**src/rtl/stage_f.sv**
```systemverilog
// Fetch stage: owns the PC, issues word requests on a req/gnt/rvalid bus and
// buffers in-order responses so decode sees a stable instruction while stalled.
module stage_f #(
   parameter logic [31:0] RESET_PC        = 32'h0000_0000,
   parameter int          DEPTH           = 2,
   parameter int          MAX_OUTSTANDING = 2,
   parameter logic [31:0] NOP_INSTR       = 32'h0000_0013
) (
   input  logic        clk,
   input  logic        rst,
   input  logic        StallF,
   input  logic        PCSrcE,
   input  logic [31:0] PCTargetE,
   input  logic        PCSrcW,
   input  logic [31:0] ResultW,
   output logic        imem_req,
   output logic [31:0] imem_addr,
   input  logic        imem_gnt,
   input  logic        imem_rvalid,
   input  logic [31:0] imem_rdata,
   output logic [31:0] RDD,
   output logic [31:0] PCF,
   output logic [31:0] PCPlus4F,
   output logic        InstrValidF
);

   localparam int QW = (DEPTH > 1) ? $clog2(DEPTH) : 1;
   localparam int OW = (MAX_OUTSTANDING > 1) ? $clog2(MAX_OUTSTANDING) : 1;
   localparam int CW = $clog2(DEPTH + MAX_OUTSTANDING + 1);

   logic [31:0]   fetch_pc_reg, fetch_pc_next;
   logic [CW-1:0] occ_reg, occ_next;
   logic [CW-1:0] outst_reg, outst_next;
   logic [CW-1:0] drop_reg, drop_next;
   logic [QW-1:0] head_reg, head_next, tail_reg, tail_next;
   logic [OW-1:0] pf_rd_reg, pf_rd_next, pf_wr_reg, pf_wr_next;

   logic [31:0] q_pc    [DEPTH];
   logic [31:0] q_instr [DEPTH];
   logic [31:0] pf_pc   [MAX_OUTSTANDING];

   logic        redirect, fire, resp, discard, push, pop;
   logic [31:0] target, expect_pc;
   int          exp_idx;

   function automatic logic [QW-1:0] q_inc(input logic [QW-1:0] p);
      return (p == QW'(DEPTH - 1)) ? '0 : p + QW'(1);
   endfunction

   function automatic logic [OW-1:0] pf_inc(input logic [OW-1:0] p);
      return (p == OW'(MAX_OUTSTANDING - 1)) ? '0 : p + OW'(1);
   endfunction

   always_comb begin
      redirect  = PCSrcW | PCSrcE;
      target    = {(PCSrcW ? ResultW[31:2] : PCTargetE[31:2]), 2'b00};
      // Counting queued plus in-flight words guarantees every response a slot.
      imem_req  = rst && !redirect
                  && (outst_reg < CW'(MAX_OUTSTANDING))
                  && ((occ_reg + outst_reg) < CW'(DEPTH));
      imem_addr = fetch_pc_reg;
      fire      = imem_req && imem_gnt;
      resp      = imem_rvalid && (outst_reg != '0);
      discard   = resp && (redirect || (drop_reg != '0));
      push      = resp && !discard;
      pop       = (occ_reg != '0) && !StallF && !redirect;

      outst_next = outst_reg + CW'(fire) - CW'(resp);
      pf_wr_next = fire ? pf_inc(pf_wr_reg) : pf_wr_reg;
      pf_rd_next = resp ? pf_inc(pf_rd_reg) : pf_rd_reg;

      if (redirect) begin
         fetch_pc_next = target;
         occ_next      = '0;
         head_next     = '0;
         tail_next     = '0;
         drop_next     = outst_next;
      end else begin
         fetch_pc_next = fire ? fetch_pc_reg + 32'd4 : fetch_pc_reg;
         occ_next      = occ_reg + CW'(push) - CW'(pop);
         head_next     = pop ? q_inc(head_reg) : head_reg;
         tail_next     = push ? q_inc(tail_reg) : tail_reg;
         drop_next     = (resp && (drop_reg != '0)) ? drop_reg - CW'(1) : drop_reg;
      end
   end

   // Stale requests are always the oldest ones, so the first live PC sits
   // 'drop' entries past the read pointer of the issued-PC FIFO.
   always_comb begin
      exp_idx = int'(pf_rd_reg) + int'(drop_reg);
      if (exp_idx >= MAX_OUTSTANDING)
         exp_idx = exp_idx - MAX_OUTSTANDING;
      expect_pc   = (outst_reg > drop_reg) ? pf_pc[OW'(exp_idx)] : fetch_pc_reg;
      InstrValidF = (occ_reg != '0);
      RDD         = InstrValidF ? q_instr[head_reg] : NOP_INSTR;
      PCF         = InstrValidF ? q_pc[head_reg] : expect_pc;
      PCPlus4F    = PCF + 32'd4;
   end

   always_ff @(posedge clk or negedge rst) begin
      if (!rst) begin
         fetch_pc_reg <= RESET_PC;
         occ_reg      <= '0;
         outst_reg    <= '0;
         drop_reg     <= '0;
         head_reg     <= '0;
         tail_reg     <= '0;
         pf_rd_reg    <= '0;
         pf_wr_reg    <= '0;
      end else begin
         fetch_pc_reg <= fetch_pc_next;
         occ_reg      <= occ_next;
         outst_reg    <= outst_next;
         drop_reg     <= drop_next;
         head_reg     <= head_next;
         tail_reg     <= tail_next;
         pf_rd_reg    <= pf_rd_next;
         pf_wr_reg    <= pf_wr_next;
      end
   end

   always_ff @(posedge clk) begin
      if (push) begin
         q_pc[tail_reg]    <= pf_pc[pf_rd_reg];
         q_instr[tail_reg] <= imem_rdata;
      end
      if (fire)
         pf_pc[pf_wr_reg] <= fetch_pc_reg;
   end

   // A response with nothing in flight is a bus protocol violation.
   assert property (@(posedge clk) disable iff (!rst)
                    !(imem_rvalid && (outst_reg == '0)));

endmodule
```
**config.mk**
```make
export PLATFORM = sky130hd
export DESIGN_NAME = stage_f
export DESIGN_NICKNAME = d
export VERILOG_FILES = /design/src/rtl/stage_f.sv
export SDC_FILE = /design/constraint.sdc
export NUM_CORES = 1
export LEC_CHECK = 0
export BUFFER_PORTS_ARGS = -buffer_cell sky130_fd_sc_hd__buf_2
export CAP_MARGIN = 20
export CORE_MARGIN = 2
export CORE_UTILIZATION = 55
export DETAILED_ROUTE_END_ITERATION = 12
export PLACE_DENSITY_LB_ADDON = 0.1
export SLEW_MARGIN = 20
export SYNTH_ARGS = -nofsm -noshare
export SYNTH_HDL_FRONTEND = slang
export SYNTH_SLANG_ARGS = --single-unit
```
**constraint.sdc**
```tcl
create_clock -name clk -period 5.2 [get_ports clk]
set_input_delay 0.78 -clock clk [delete_from_list [all_inputs] [get_ports clk]]
set_output_delay 0.78 -clock clk [all_outputs]
set_load 0.02 [all_outputs]
```
Word-level counts from Yosys, hierarchy flattened:

Memories as Yosys holds them, arrays and structs flattened.
Cells that the tools add are included.

* logic and storage cells: 73
* RAM bits: 192
* register bits after elaboration: 45
* bits of input ports: 103
* memories kept: 3
* output and inout port bits: 130

* $add $sub $neg: 14
* bitwise gates (word level): 1
* reductions and logical operators: 21
* multiplexer cells: 22
* magnitude comparators: 4

Memories
* pf_pc: depth 2, bits a word 32, rd ports 2, clocked after memory_dff 0, wr ports 1, RTL line 40 `logic [31:0] pf_pc [MAX_OUTSTANDING];`
* q_instr: depth 2, bits a word 32, rd ports 1, clocked after memory_dff 0, wr ports 1, RTL line 39 `logic [31:0] q_instr [DEPTH];`
* q_pc: depth 2, bits a word 32, rd ports 1, clocked after memory_dff 0, wr ports 1, RTL line 38 `logic [31:0] q_pc [DEPTH];`

Operator list (count)
* 2-to-1 mux 32 bit: 5
* adder 32 x 3 -> 32 bit (second input constant): 2
* 2-to-1 mux 30 bit: 1
* 2-to-1 mux 1 bit: 13
* logical AND 1 bit: 10
* 2-to-1 mux 3 bit: 3
* nonzero test 3 bit: 3
* nonzero test 2 bit: 4
* adder 3 x 1 -> 3 bit: 2
* less-than comparator 3 x 2 -> 1 bit (second input constant): 2
* subtractor 3 x 1 -> 3 bit: 2
* adder 1 bit (second input constant): 4
* adder 1 x 3 -> 4 bit: 1
* greater-or-equal comparator 4 x 2 -> 1 bit (second input constant): 1
* adder 3 bit: 1
* greater-than comparator 3 bit: 1
* logical NOT 1 bit: 3
* subtractor 3 x 1 -> 3 bit (second input constant): 1
* logical OR 1 bit: 1
* OR 1 bit: 1
* subtractor 1 bit (second input constant): 1

Depth between registers and ports, before layout:

* word-level depth: 9
* depth in mapped cells: 15
* mapped depth without buffers: 13

Worst setup path before layout:

OpenSTA, ideal clock, no wires.

* path type: input to register
* start: input PCSrcE
* end: memory q_instr[0][0] (enable)
* data arrival time: 4.039 ns
* cell stages on the path: 4
* path buffers: 1
* setup slack: 0.679 ns
* setup time: 0.482 ns
* data required time: 4.718 ns
* cell sequence: nor2_1 clkbuf_1 nand2_1 nor2_1

* cells in the longest elaborated chain, start to end: 7

RTL lines
* start, declared: RTL line 12 `input logic PCSrcE,`
* OR 1 bit: RTL line 55 `redirect = PCSrcW | PCSrcE;`
* logical OR 1 bit: RTL line 64 `discard = resp && (redirect || (drop_reg != '0));`
* logical AND 1 bit: RTL line 64
* logical NOT 1 bit: RTL line 65 `push = resp && !discard;`
* logical AND 1 bit: RTL line 65
* 2-to-1 mux 1 bit: RTL line 123 `if (push) begin`
* 2-to-1 mux 1 bit (not written as such): RTL line 125 `q_instr[tail_reg] <= imem_rdata;`
* end, declared: RTL line 39

No other way between the ends.

Worst setup path after layout:

* start: register outst_reg[2]
* end: output PCPlus4F[29]

* cells in the longest elaborated chain, start to end: 4

RTL lines
* start, declared: RTL line 33 `logic [CW-1:0] outst_reg, outst_next;`
* start signal, assigned: RTL line 113 `outst_reg <= outst_next;`
* greater-than comparator 3 bit: RTL line 93 `expect_pc = (outst_reg > drop_reg) ? pf_pc[OW'(exp_idx)] : fetch_pc_reg;`
* 2-to-1 mux 32 bit: RTL line 93
* 2-to-1 mux 32 bit: RTL line 96 `PCF = InstrValidF ? q_pc[head_reg] : expect_pc;`
* adder 32 x 3 -> 32 bit: RTL line 97 `PCPlus4F = PCF + 32'd4;`
* end, declared: RTL line 23 `output logic [31:0] PCPlus4F,`

No other way between the ends.

==> metrics.md <==
| Metric | Value |
|---|---|
| Run status | completed |
| Number of rows in the core area | 52 |
| Total via count after detailed routing | 7889 |
| Total number of yosys warnings | 0 |
| Slowest CP cell | sky130_fd_sc_hd__dfrtp_1 |
| Largest register FFs | 64 |
| Switching power total | 3.643 mW |
| Sequential-to-total area share from yosys stat | 58.30% |
| Unrepaired setup endpoints after global routing | false |
| Number of DRC violations after detailed routing | 0 |
| Regs by FF count | q_instr: 64 flops, pf_pc: 60 flops, q_pc: 60 flops |
| Starting density of the core | 55.96% |
| Global placer's final weighted congestion | 0.8190 |
| Buffer type at the clock tree root | sky130_fd_sc_hd__clkbuf_16 |
| Share of cells above drive strength 1 | 30.21% |
| Fraction of registers with async set/reset | 18.94% |
| Part of the total power dissipated in sequential elements | 26.7% |
| Top library cells by usage in the layout, fill and taps aside | 222 x sky130_fd_sc_hd__buf_2, 184 x sky130_fd_sc_hd__edfxtp_1, 89 x sky130_fd_sc_hd__mux2i_1 |
| Clock transition at the registers of the reported paths | 0.06 ns |
| First-pass GRT wire length | 41950 um |
| Post-synthesis to final-layout area growth | 18.80% |
| Worst-case headroom to the max-slew limit | 38.81% |
| Internal power | 4.585 mW |
| Largest net degree at the start of global routing | 66 |
| Die extent in y | 147.5 um |
| Number of maximum-capacitance constraint violations | 0 |
| Post-synth EDFFs | 184 |
| Min-delay worst type | primary input to async pin |
| Leading cell type in the layout, fill and taps excluded | sky130_fd_sc_hd__buf_2 |
| IO buf count | 222 |
| Total congestion overflow | 0 |
| Max incr delay on CP | 0.44 ns |
| Post-DP HPWL | 17630 um |
| Global routing usage summed across all routing layers | 24.39% |
| Count of clock tree sinks | 227 |
| Count of distinct cell types in the synthesized netlist | 68 |
| Critical Path Fanout Max | 21 |
| Io pins | 233 |
| Required arrival time at the worst endpoint | 4.42 ns |
| Final Setup Violations | 0 |
| Via count normalized by instance count | 5.623 |
| Final #Nets | 1232 |
| Pleak | 5.081 nW |
| First DRT Iteration DRCs | 506 |
| Worst vdd rail ir drop | 561.1 uV |
| Worst R2R Setup Slack | 1.69 ns |
| Max Fclk | 207.0 MHz |
| # resized after CTS | 0 |
| Final hold vios | 0 |
| Number of CTS-inserted buffers | 24 |
| Final-report max-slew violation count | 0 |
| Core outline area | 0.02023 mm^2 |
| Crit path kind | flip-flop to output port |
| Worst r2r path cells | 14 |
| Cells along the critical path | ha_1 -> nand3_1 -> o21ai_1 -> nor2_4 -> buf_4 -> o311ai_1 -> nor3_1 -> nand4_4 -> nor4b_2 -> xor2_1 -> buf_2 |
| Sw Share | 44.28% |
| Minimum period implied by the final worst setup slack | 4.832 ns |
| Power density normalized to cell area | 611.6 mW/mm^2 |
| Number of nets with antenna violations after detailed routing | 0 |
| Launching point of the worst reg2reg path | occ_reg[1] |
| Final Routed Wirelength | 26830 um |
| Proportion of power drawn by the clock network | 20.1% |
| Comb power frac | 53.2% |
| Worst-margin pin slew | 0.9179 ns |
| Wire length per cell after detailed routing | 19.12 um |
| Pre-Repair DR Iteration Count | 5 |
| Period Utilization, post-route | 92.92% |
| Worst setup skew after layout | 0.009034 ns |
| Endpoint of the worst-slack reg-to-reg timing path | drop_reg[2] |
| Largest reg by FF count | q_instr |
| Setup crit end kind | output port |
| Initial antenna violation count | 0 |
| Area of the die | 0.02175 mm^2 |
| Post-synth top flop | sky130_fd_sc_hd__edfxtp_1 |
| Synthesized instance count | 901 |
| Post-CTS Repair Setup Buffers | 0 |
| Worst endpoint data arrival time | 4.05 ns |
| Clock network latency to the later pin of the worst-skew pair | 0.51 ns |
| Mapped Area | 0.01132 mm^2 |
| Max H-tree Level | 1 |
| Flops & latches, synth | 227 |
| Total negative slack for setup checks | 0 ns |
| Number of global-route vias before repair | 7902 |
| CTS tree | done |
| Post-CTS Hold Fix Bufs | 0 |
| Smallest hold slack | 0.3740 ns |
| Width of the die | 147.5 um |
| Average footprint of a synthesized cell | 12.57 um^2 |
| Clock tree buffer depth | 3 |
| Startpoint Class | flip-flop |
## logic make-up (layout without fill, tap and decap cells)
logic type	count (synthesis)	after routing	share of synthesized area, %
simple gates	235	235	10.88
flops	227	227	58.30
compound gates	143	143	9.017
mux	125	125	11.45
buf+inv	98	324	3.856
xor+xnor	57	57	4.608
fa+ha+maj	15	15	1.856
other cells	1	7	0.03312
## power by group through the flow
stage	Clock, mW	Sequential [mW]	Combinational [mW]
after CTS	1.68	2.20	4.39
after floorplan	0	2.22	3.08
after detailed placement	0	2.24	4.37
after global routing	1.74	2.21	4.69
final	1.65	2.20	4.38
after global placement	0	2.23	4.32
## worst max-delay path by stage
stage	from	slack [ns]	to
3_5_place_dp	drop_reg[0]	0.78	PCPlus4F[29]
6_report	outst_reg[2]	0.37	PCPlus4F[29]
3_3_place_gp	outst_reg[2]	0.83	PCPlus4F[19]
4_1_cts	drop_reg[0]	0.20	PCPlus4F[31]
2_1_floorplan	PCSrcE	0.68	q_instr[0][0]
5_1_grt	drop_reg[1]	0.09	PCPlus4F[19]
## cells in the mapped netlist, types with 6 or more instances
library cell | n | area [um^2]
sky130_fd_sc_hd__buf_1 | 7 | 26.28
sky130_fd_sc_hd__buf_2 | 8 | 40.04
sky130_fd_sc_hd__nand3_1 | 11 | 55.05
sky130_fd_sc_hd__and3_1 | 14 | 87.58
sky130_fd_sc_hd__ha_1 | 12 | 150.1
sky130_fd_sc_hd__nor3_1 | 9 | 45.04
sky130_fd_sc_hd__dfrtp_1 | 43 | 1076
sky130_fd_sc_hd__inv_1 | 38 | 142.6
sky130_fd_sc_hd__o22ai_1 | 17 | 106.4
sky130_fd_sc_hd__nor2b_1 | 6 | 37.54
sky130_fd_sc_hd__xnor2_1 | 35 | 306.5
sky130_fd_sc_hd__edfxtp_1 | 184 | 5525
sky130_fd_sc_hd__xor2_1 | 20 | 175.2
sky130_fd_sc_hd__clkbuf_1 | 34 | 127.6
sky130_fd_sc_hd__o21ai_0 | 29 | 145.1
sky130_fd_sc_hd__nor2_1 | 73 | 274.0
sky130_fd_sc_hd__mux2i_1 | 89 | 890.9
sky130_fd_sc_hd__buf_4 | 7 | 52.55
sky130_fd_sc_hd__o311ai_1 | 13 | 113.9
sky130_fd_sc_hd__mux2_2 | 35 | 394.1
sky130_fd_sc_hd__o2111ai_1 | 20 | 175.2
sky130_fd_sc_hd__a21oi_1 | 27 | 135.1
sky130_fd_sc_hd__nand2_1 | 84 | 315.3
## worst max-delay path: cells and delay by family (launching register included)
family                     cells  cell delay, ns
AOI/OAI and AO/OA              2            0.40
xor gates and xnor gates       1            0.19
adders and majority gates      1            0.35
buffers and inverters          2            0.56
DFF                            1            0.44
and+or+nand+nor                5            1.58
## per-layer routing
| layer | global-route usage [%] | part of all wire [%] | routed length [um] |
|---|---|---|---|
| met5 | 0 | 0 | 0 |
| met4 | 6.394 | 1.7 | 453 |
| met3 | 3.796 | 6.0 | 1608 |
| met2 | 41.99 | 49 | 13200 |
| met1 | 32.63 | 43 | 11570 |
## stage by stage
stage | setup slack [ns] | area (um^2) | util [%] | cells | power [mW]
2_1_floorplan | 0.6786 | 11340 | - | 906 | 5.296
3_3_place_gp | 0.8345 | 12680 | 62.68 | 1358 | 6.552
3_5_place_dp | 0.7835 | 12680 | 62.68 | 1358 | 6.605
4_1_cts | 0.1958 | 13440 | 66.44 | 1402 | 8.273
5_1_grt | 0.09153 | 13450 | 66.47 | 1402 | 8.648
6_report | 0.3682 | 13450 | 66.48 | 1403 | 8.228
## area by class of cell
| class | count | area (um^2) |
|---|---|---|
| diodes | 1 | 2.502 |
| clock buffers | 30 | 644.4 |
| clock inverters | 14 | 116.4 |
| fillers | 1550 | 6783 |
| inverters | 38 | 142.6 |
| multi-input cells | 581 | 4342 |
| flip-flops and latches | 227 | 6605 |
| well taps | 270 | 337.8 |
| repair buffers | 242 | 1261 |
Power figures use the tool's default switching activity.
